## config.mk

```make
export PLATFORM = sky130hd
export DESIGN_NAME = ariane_debug_hart_ctrl
export DESIGN_NICKNAME = d
export VERILOG_FILES = /design/src/rtl/ariane_dm_pkg.sv /design/src/rtl/ariane_debug_hart_ctrl.sv
export SDC_FILE = /design/constraint.sdc
export NUM_CORES = 1
export LEC_CHECK = 0
export ABC_AREA = 0
export BUFFER_PORTS_ARGS = -buffer_cell sky130_fd_sc_hd__buf_2
export CORE_MARGIN = 10
export CORE_UTILIZATION = 40
export CTS_CLUSTER_SIZE = 24
export DETAILED_ROUTE_END_ITERATION = 16
export GPL_TIMING_DRIVEN = 0
export PLACE_DENSITY = 0.83
export SLEW_MARGIN = 40
export SYNTH_ARGS = -nofsm -noshare
export SYNTH_HDL_FRONTEND = slang
export SYNTH_SLANG_ARGS = --single-unit
```

## constraint.sdc

```tcl
create_clock -name clk_i -period 6.4 [get_ports clk_i]
set_clock_uncertainty 0.15 [all_clocks]
set_input_delay 0.64 -clock clk_i [delete_from_list [all_inputs] [get_ports clk_i]]
set_output_delay 0.64 -clock clk_i [all_outputs]
set_load 0.01 [all_outputs]
```

## src/rtl/ariane_dm_pkg.sv

```systemverilog
// rtl/ariane_dm_pkg.sv - debug ROM addresses, dcsr.cause codes and hart debug states
package ariane_dm_pkg;

   localparam logic [63:0] HaltAddress      = 64'h800;
   localparam logic [63:0] ResumeAddress    = HaltAddress + 64'h4;
   localparam logic [63:0] ExceptionAddress = HaltAddress + 64'h8;

   localparam logic [2:0] CauseBreakpoint = 3'h1;
   localparam logic [2:0] CauseTrigger    = 3'h2;
   localparam logic [2:0] CauseRequest    = 3'h3;
   localparam logic [2:0] CauseSingleStep = 3'h4;

   typedef enum logic [1:0] {RUN, FLUSH, HALTED, STEP} dbg_state_e;

endpackage

```

## src/rtl/ariane_debug_hart_ctrl.sv

```systemverilog
// rtl/ariane_debug_hart_ctrl.sv - hart-side debug halt/resume controller
module ariane_debug_hart_ctrl
   import ariane_dm_pkg::*;
#(
   parameter int unsigned XLEN   = 64,
   parameter logic [63:0] DmBase = 64'h0
) (
   input  logic            clk_i,
   input  logic            rst_i,
   input  logic            debug_req_i,
   input  logic            resumereq_i,
   input  logic            ebreak_i,
   input  logic            trigger_i,
   input  logic            commit_valid_i,
   input  logic [XLEN-1:0] commit_pc_i,
   input  logic [XLEN-1:0] next_pc_i,
   input  logic            step_i,
   input  logic            flush_done_i,
   input  logic            dret_i,
   input  logic            ex_in_debug_i,
   output logic            flush_o,
   output logic            redirect_valid_o,
   output logic [XLEN-1:0] redirect_pc_o,
   output logic            debug_mode_o,
   output logic [XLEN-1:0] dpc_o,
   output logic [2:0]      cause_o
);

   localparam logic [XLEN-1:0] HaltPc      = XLEN'(DmBase + HaltAddress);
   localparam logic [XLEN-1:0] ResumePc    = XLEN'(DmBase + ResumeAddress);
   localparam logic [XLEN-1:0] ExceptionPc = XLEN'(DmBase + ExceptionAddress);

   dbg_state_e      state_q, state_d;
   logic            flush_q, flush_d;
   logic            redirect_valid_q, redirect_valid_d;
   logic [XLEN-1:0] redirect_pc_q, redirect_pc_d;
   logic            debug_mode_q, debug_mode_d;
   logic [XLEN-1:0] dpc_q, dpc_d;
   logic [2:0]      cause_q, cause_d;
   logic            resume_pend_q, resume_pend_d;

   logic            halt_now;
   logic [XLEN-1:0] halt_dpc;
   logic [2:0]      halt_cause;
   logic            resume_now;

   // Commit-synchronous halt causes: trigger > ebreak > step completion.
   always_comb begin
      halt_now   = commit_valid_i & (trigger_i | ebreak_i | (state_q == STEP));
      halt_dpc   = next_pc_i;
      halt_cause = CauseSingleStep;
      if (commit_valid_i & trigger_i) begin
         halt_dpc   = commit_pc_i;
         halt_cause = CauseTrigger;
      end else if (commit_valid_i & ebreak_i) begin
         halt_dpc   = commit_pc_i;
         halt_cause = CauseBreakpoint;
      end
   end

   always_comb begin
      state_d          = state_q;
      flush_d          = flush_q;
      redirect_valid_d = 1'b0;
      redirect_pc_d    = redirect_pc_q;
      debug_mode_d     = debug_mode_q;
      dpc_d            = dpc_q;
      cause_d          = cause_q;
      resume_pend_d    = resume_pend_q;
      resume_now       = resumereq_i | resume_pend_q;

      unique case (state_q)
         RUN, STEP: begin
            if (halt_now) begin
               dpc_d            = halt_dpc;
               cause_d          = halt_cause;
               redirect_valid_d = 1'b1;
               redirect_pc_d    = HaltPc;
               debug_mode_d     = 1'b1;
               state_d          = HALTED;
            end else if (debug_req_i) begin
               flush_d = 1'b1;
               state_d = FLUSH;
            end
         end
         FLUSH: begin
            if (flush_done_i) begin
               flush_d          = 1'b0;
               dpc_d            = next_pc_i;
               cause_d          = CauseRequest;
               redirect_valid_d = 1'b1;
               redirect_pc_d    = HaltPc;
               debug_mode_d     = 1'b1;
               state_d          = HALTED;
            end
         end
         HALTED: begin
            // A resume arriving while a redirect is on the bus is held for the next cycle.
            if (redirect_valid_q) begin
               resume_pend_d = resume_now;
            end else if (ex_in_debug_i) begin
               redirect_valid_d = 1'b1;
               redirect_pc_d    = ExceptionPc;
               resume_pend_d    = 1'b0;
            end else if (dret_i) begin
               redirect_valid_d = 1'b1;
               redirect_pc_d    = dpc_q;
               debug_mode_d     = 1'b0;
               resume_pend_d    = 1'b0;
               state_d          = step_i ? STEP : RUN;
            end else if (resume_now) begin
               redirect_valid_d = 1'b1;
               redirect_pc_d    = ResumePc;
               resume_pend_d    = 1'b0;
            end
         end
         default: state_d = RUN;
      endcase
   end

   always_ff @(posedge clk_i) begin
      if (rst_i) begin
         state_q          <= RUN;
         flush_q          <= 1'b0;
         redirect_valid_q <= 1'b0;
         redirect_pc_q    <= '0;
         debug_mode_q     <= 1'b0;
         dpc_q            <= '0;
         cause_q          <= '0;
         resume_pend_q    <= 1'b0;
      end else begin
         state_q          <= state_d;
         flush_q          <= flush_d;
         redirect_valid_q <= redirect_valid_d;
         redirect_pc_q    <= redirect_pc_d;
         debug_mode_q     <= debug_mode_d;
         dpc_q            <= dpc_d;
         cause_q          <= cause_d;
         resume_pend_q    <= resume_pend_d;
      end
   end

   assign flush_o          = flush_q;
   assign redirect_valid_o = redirect_valid_q;
   assign redirect_pc_o    = redirect_pc_q;
   assign debug_mode_o     = debug_mode_q;
   assign dpc_o            = dpc_q;
   assign cause_o          = cause_q;

endmodule

```

Word level (Yosys, flattened, before mapping)
Index checks and enable logic that the tools add are counted.
Widths: inputs -> output; s select.

word-level totals
  register bits = 137
  input bits = 139
  output and inout port bits = 134
  logic and storage cells = 82

cells by class
  equality and inequality tests = 12
  multiplexer cells = 46
  bitwise gates (word level) = 6
  reduce and logical (&&, ||, !) cells = 10

operators with widths
  kind                number
  $mux 64             10
  $pmux 64 s3         1
  $pmux 64 s2         1
  $mux 1              18
  $mux 2              7
  $ne 2x2->1 const B  7
  $mux 3              4
  $reduce_and 5->1    2
  $reduce_and 4->1    2
  $pmux 1 s3          2
  $pmux 2 s3          1
  $pmux 3 s2          1
  $eq 2x2->1 const B  2
  $ne 4x4->1 const B  1
  $reduce_bool 4->1   1
  $and 1x1->1         3
  $ne 3x3->1 const B  1
  $or 1x1->1          3
  $reduce_and 3->1    1
  $eq 2x1->1 const B  1
  $logic_not 2->1     1
  $pmux 1 s2          1
  $reduce_and 2->1    1
  $reduce_bool 2->1   1
  $reduce_or 2->1     1

Longest topological paths before layout
  depth after elaboration = 6
  gate-level depth with buffers = 9
  mapped depth without buffers = 6

Worst setup path after synthesis
OpenSTA, ideal clock, no wires.

  kind = register -> register
  start point = register state_q[1]
  end point = register redirect_pc_q[0] (netlist: redirect_pc_o[0])
  library setup time = 60 ps
  arrival time = 2007 ps
  required time = 6190 ps
  setup slack = 4183 ps
  stages on the path, launching flop included = 9
  buffers on the path = 2
  period minus slack after synthesis = 2217 ps
  cells stage by stage = dfxtp_1 -> inv_1 -> ha_1 -> buf_2 -> nor2b_1 -> a211o_1 -> nor4b_4 -> buf_6 -> a22o_1

between the ends
  cells in the longest elaborated chain, start to end = 5
  elaborated cells between the ends (all ways) = 13
  those cells by class = eq/ne (7); mux (1); bitwise (2); reduce/logical (3)

RTL lines
  what                        RTL line                                                    text
  from (decl)                 ariane_debug_hart_ctrl.sv:33                                dbg_state_e state_q, state_d;
  from (signal assigned)      ariane_debug_hart_ctrl.sv:132                               state_q <= state_d;
  $eq 2x2->1                  ariane_debug_hart_ctrl.sv:49, ariane_debug_hart_ctrl.sv:72
  $or 1x1->1                  ariane_debug_hart_ctrl.sv:49                                halt_now = commit_valid_i & (trigger_i | ebreak_i | (state_q == STEP));
  $and 1x1->1                 ariane_debug_hart_ctrl.sv:49
  $ne 2x2->1 (no line)        -
  $reduce_and 4->1 (no line)  -
  to (signal assigned)        ariane_debug_hart_ctrl.sv:135                               redirect_pc_q <= redirect_pc_d;
  to (decl)                   ariane_debug_hart_ctrl.sv:36                                logic [XLEN-1:0] redirect_pc_q, redirect_pc_d;

Parallel ways exist; a longest one is shown, timed or not.
A chain may end at the register's enable or synchronous reset.

Worst setup path in the final report
  start point = register state_q[0]
  end point = register dpc_q[57] (netlist: dpc_o[57])

between the ends
  cells in the longest elaborated chain, start to end = 5
  elaborated cells between the ends (all ways) = 11
  those cells by class = eq/ne (4); mux (1); bitwise (2); reduce/logical (4)

RTL lines
  what                        RTL line                                                    text
  $eq 2x2->1                  ariane_debug_hart_ctrl.sv:49, ariane_debug_hart_ctrl.sv:72
  $or 1x1->1                  ariane_debug_hart_ctrl.sv:49
  $and 1x1->1                 ariane_debug_hart_ctrl.sv:49
  $ne 2x2->1 (no line)        -
  $reduce_and 3->1 (no line)  -
  to (signal assigned)        ariane_debug_hart_ctrl.sv:137                               dpc_q <= dpc_d;
  to (decl)                   ariane_debug_hart_ctrl.sv:38                                logic [XLEN-1:0] dpc_q, dpc_d;

Parallel ways exist; a longest one is shown, timed or not.

==> key figures <==
Critical path
  • CP bufs+invs: 4
  • Crit. End Element: flop
  • Crit Path Max Fanout: 10
  • Max stage delay on crit path: 0.68 ns
  • CP delay by family, top: buffers and inverters
  • Setup CP Type: reg -> reg
  • Crit start category: flop
  • Worst-path cell chain: inv_1 > ha_1 > clkbuf_1 > a211oi_2 > buf_2 > buf_1 > a311oi_1
  • Worst Path Required: 6.51 ns
  • Critical Path AT: 3.12 ns
  • Cell with the largest stage delay on the worst path: a211oi_2

Layout
  • Fin area: 7466 um^2
  • Register area: 2743 um^2
  • Most common cell after layout, fill and taps aside: buf_2
  • Layout cells sized above 1: 36.27%
  • Nets: 1004
  • Area grow syn2layout: 41.94%
  • Commonest cells after routing, fill and taps aside: 275 x buf_2, 137 x dfxtp_1, 132 x nand2_1
  • Multi-input logic area: 2263 um^2
  • Ant diodes: 0
  • FILL cells: 1139

GRT
  • Aggregate global-route resource usage: 21.46%
  • Initial antenna violation count: 0
  • Vias in the first global route: 5619
  • Largest net degree at the start of global routing: 17
  • Total global routing overflow: 0
  • First-pass GRT wire length: 31.02 mm

Die
  • Die height: 134.7 um
  • # IOs: 273
  • Total core area: 12770 um^2
  • Die Area: 18140 um^2
  • Initial core utilization: 41.18%
  • Row count: 41
  • Die Wd: 134.7 um

STA
  • Setup TNS: 0 ns
  • Ratio of final minimum period to clock period: 47.05%
  • Slew @ Worst Pin: 0.8090 ns
  • Unrepaired setup endpoints after global routing: false
  • Final setup violation count: 0
  • Max Slew Vio Count: 0
  • Worst slew margin: 46.07%
  • Worst hold slack: 0.2988 ns
  • Crit path time final: 3.011 ns
  • Final hold vios: 0
  • Max Fclk: 332.1 MHz

Clocking
  • CTS Buf Count: 17
  • H-tree Lvls: 4
  • CTS tree: built
  • Clk sinks: 137
  • Setup Buffers After CTS: 0
  • Clock slew at reported path FFs: 0.06 ns
  • Later-pin clock latency in the skew report: 0.42 ns
  • CTS root buf: clkbuf_16
  • Resized cells post-CTS: 0
  • Worst-case clock buffer depth: 2
  • # hold bufs at CTS: 0

Placed design
  • Dpl cell area: 6845 um^2
  • GP Congestion: 0.8821
  • Port Buffers: 271
  • Half-perimeter wire length after placement: 15.18 mm

Power
  • Static leakage: 3.580 nW
  • Part of the power in the clock network: 27.0%
  • NetSw: 1.497 mW
  • Pint: 2.314 mW
  • Sw Ratio: 39.28%
  • PwrDens: 510.5 nW/um^2
  • Logic pwr share: 39.3%
  • Max VDD drop: 255.2 uV
  • Flop pwr share: 33.7%

Drt
  • Vias per cell: 5.331
  • Initial DRC count: 377
  • Vias: 5576
  • WL/cell: 19.12 um
  • Drt pass-1 iters: 5
  • DRC Markers: 0
  • Total Wirelength: 20.00 mm
  • DRT antenna net count: 0

Outcome
  • Status: finished, final reports clean

Hold path
  • Hold Crit Class: reg -> reg

Synthesis
  • Synth Area per Inst: 9.212 um^2
  • Yosys cell types: 32
  • Ys flop type: dfxtp_1
  • Post-synth EDFFs: 0
  • Sequential fraction of the synthesis area: 52.14%
  • Net Count, Synth: 713
  • Mapped Cells: 571
  • Async S/R FF share, synth: 0%
  • Synthesized area: 5260 um^2
  • Synth warn: 0
  • Register bit total from synthesis: 137

Job
  • Max_cap viols: 0
-- flip-flops by register name, indices dropped and copies added, names as in the netlist --
name              cells
redirect_valid_o      1
flush_o               1
dpc_o                64
resume_pend_q         1
debug_mode_o          1
redirect_pc_o        64
state_q               2
cause_o               3
-- path summary, 6_finish.rpt --
| kind | from | to | slack [ns] | depth (start not counted) |
|---|---|---|---|---|
| max | state_q[0] | dpc_o[57] | 3.39 | 7 |
| min | redirect_pc_o[3] | redirect_pc_o[3] | 0.30 | 1 |
| max reg2reg | state_q[0] | dpc_o[57] | 3.39 | 7 |
| min reg2reg | redirect_pc_o[3] | redirect_pc_o[3] | 0.30 | 1 |
-- logic make-up after synthesis --
| group | share of synthesized area, % |
|---|---|
| buffers and inverters | 4.876 |
| adders and majority gates | 0.7137 |
| muxes | 0.1903 |
| AOI/OAI and AO/OA | 24.71 |
| DFF | 52.14 |
| and+or+nand+nor | 17.36 |
-- cell type report --
class	instances	share of cell area, %
flip-flops and latches	137	36.74
multi-input cells	379	30.32
repair buffers	272	18.32
clock buffers	23	6.402
plain buffers	51	3.234
well taps	172	2.883
clock inverters	8	1.911
inverters	4	0.2011
-- cells in the mapped netlist (all sizes together) (2+ instances only) --
master / n / area (um^2)
a21oi: 7 / 38.79
nor2b: 4 / 25.02
nand2b: 5 / 31.28
a31oi: 2 / 12.51
nand2: 132 / 495.5
and2: 3 / 18.77
clkbuf: 35 / 131.4
dfxtp: 137 / 2743
a211oi: 6 / 50.05
nand3b: 3 / 22.52
nor2: 70 / 262.8
a311oi: 68 / 595.6
inv: 4 / 15.01
ha: 3 / 37.54
a31o: 2 / 17.52
nor4b: 3 / 41.29
a22o: 61 / 534.3
nor3: 2 / 10.01
buf: 16 / 110.1
-- per-stage QoR --
stage | cells | utilization [%] | power [mW] | setup slack [ns]
global placement | 1014 | 53.48 | 2.762 | 3.329
finish | 1046 | 58.45 | 3.811 | 3.389
detailed placement | 1015 | 53.59 | 2.800 | 3.295
global route | 1046 | 58.45 | 4.058 | 3.124
CTS | 1046 | 58.45 | 3.833 | 3.353
floorplan | 571 | - | 2.184 | 4.183
-- layer usage --
layer	vias to the layer above	GRT usage, %	wire length (um)
li1	2651	-	-
met3	54	8.234	2124
met5	-	0	0
met1	2579	23.84	7557
met2	292	35.55	9718
met4	0	9.794	603
-- power groups by stage --
stage          logic (mW)  clock network, mW  registers (mW)
2_1_floorplan       0.806                  0            1.38
3_3_place_gp         1.48                  0            1.28
3_5_place_dp         1.50                  0            1.30
4_1_cts              1.51               1.04            1.28
5_1_grt              1.65               1.09            1.32
6_report             1.50               1.03            1.28
(Power assumes the default switching activity.)
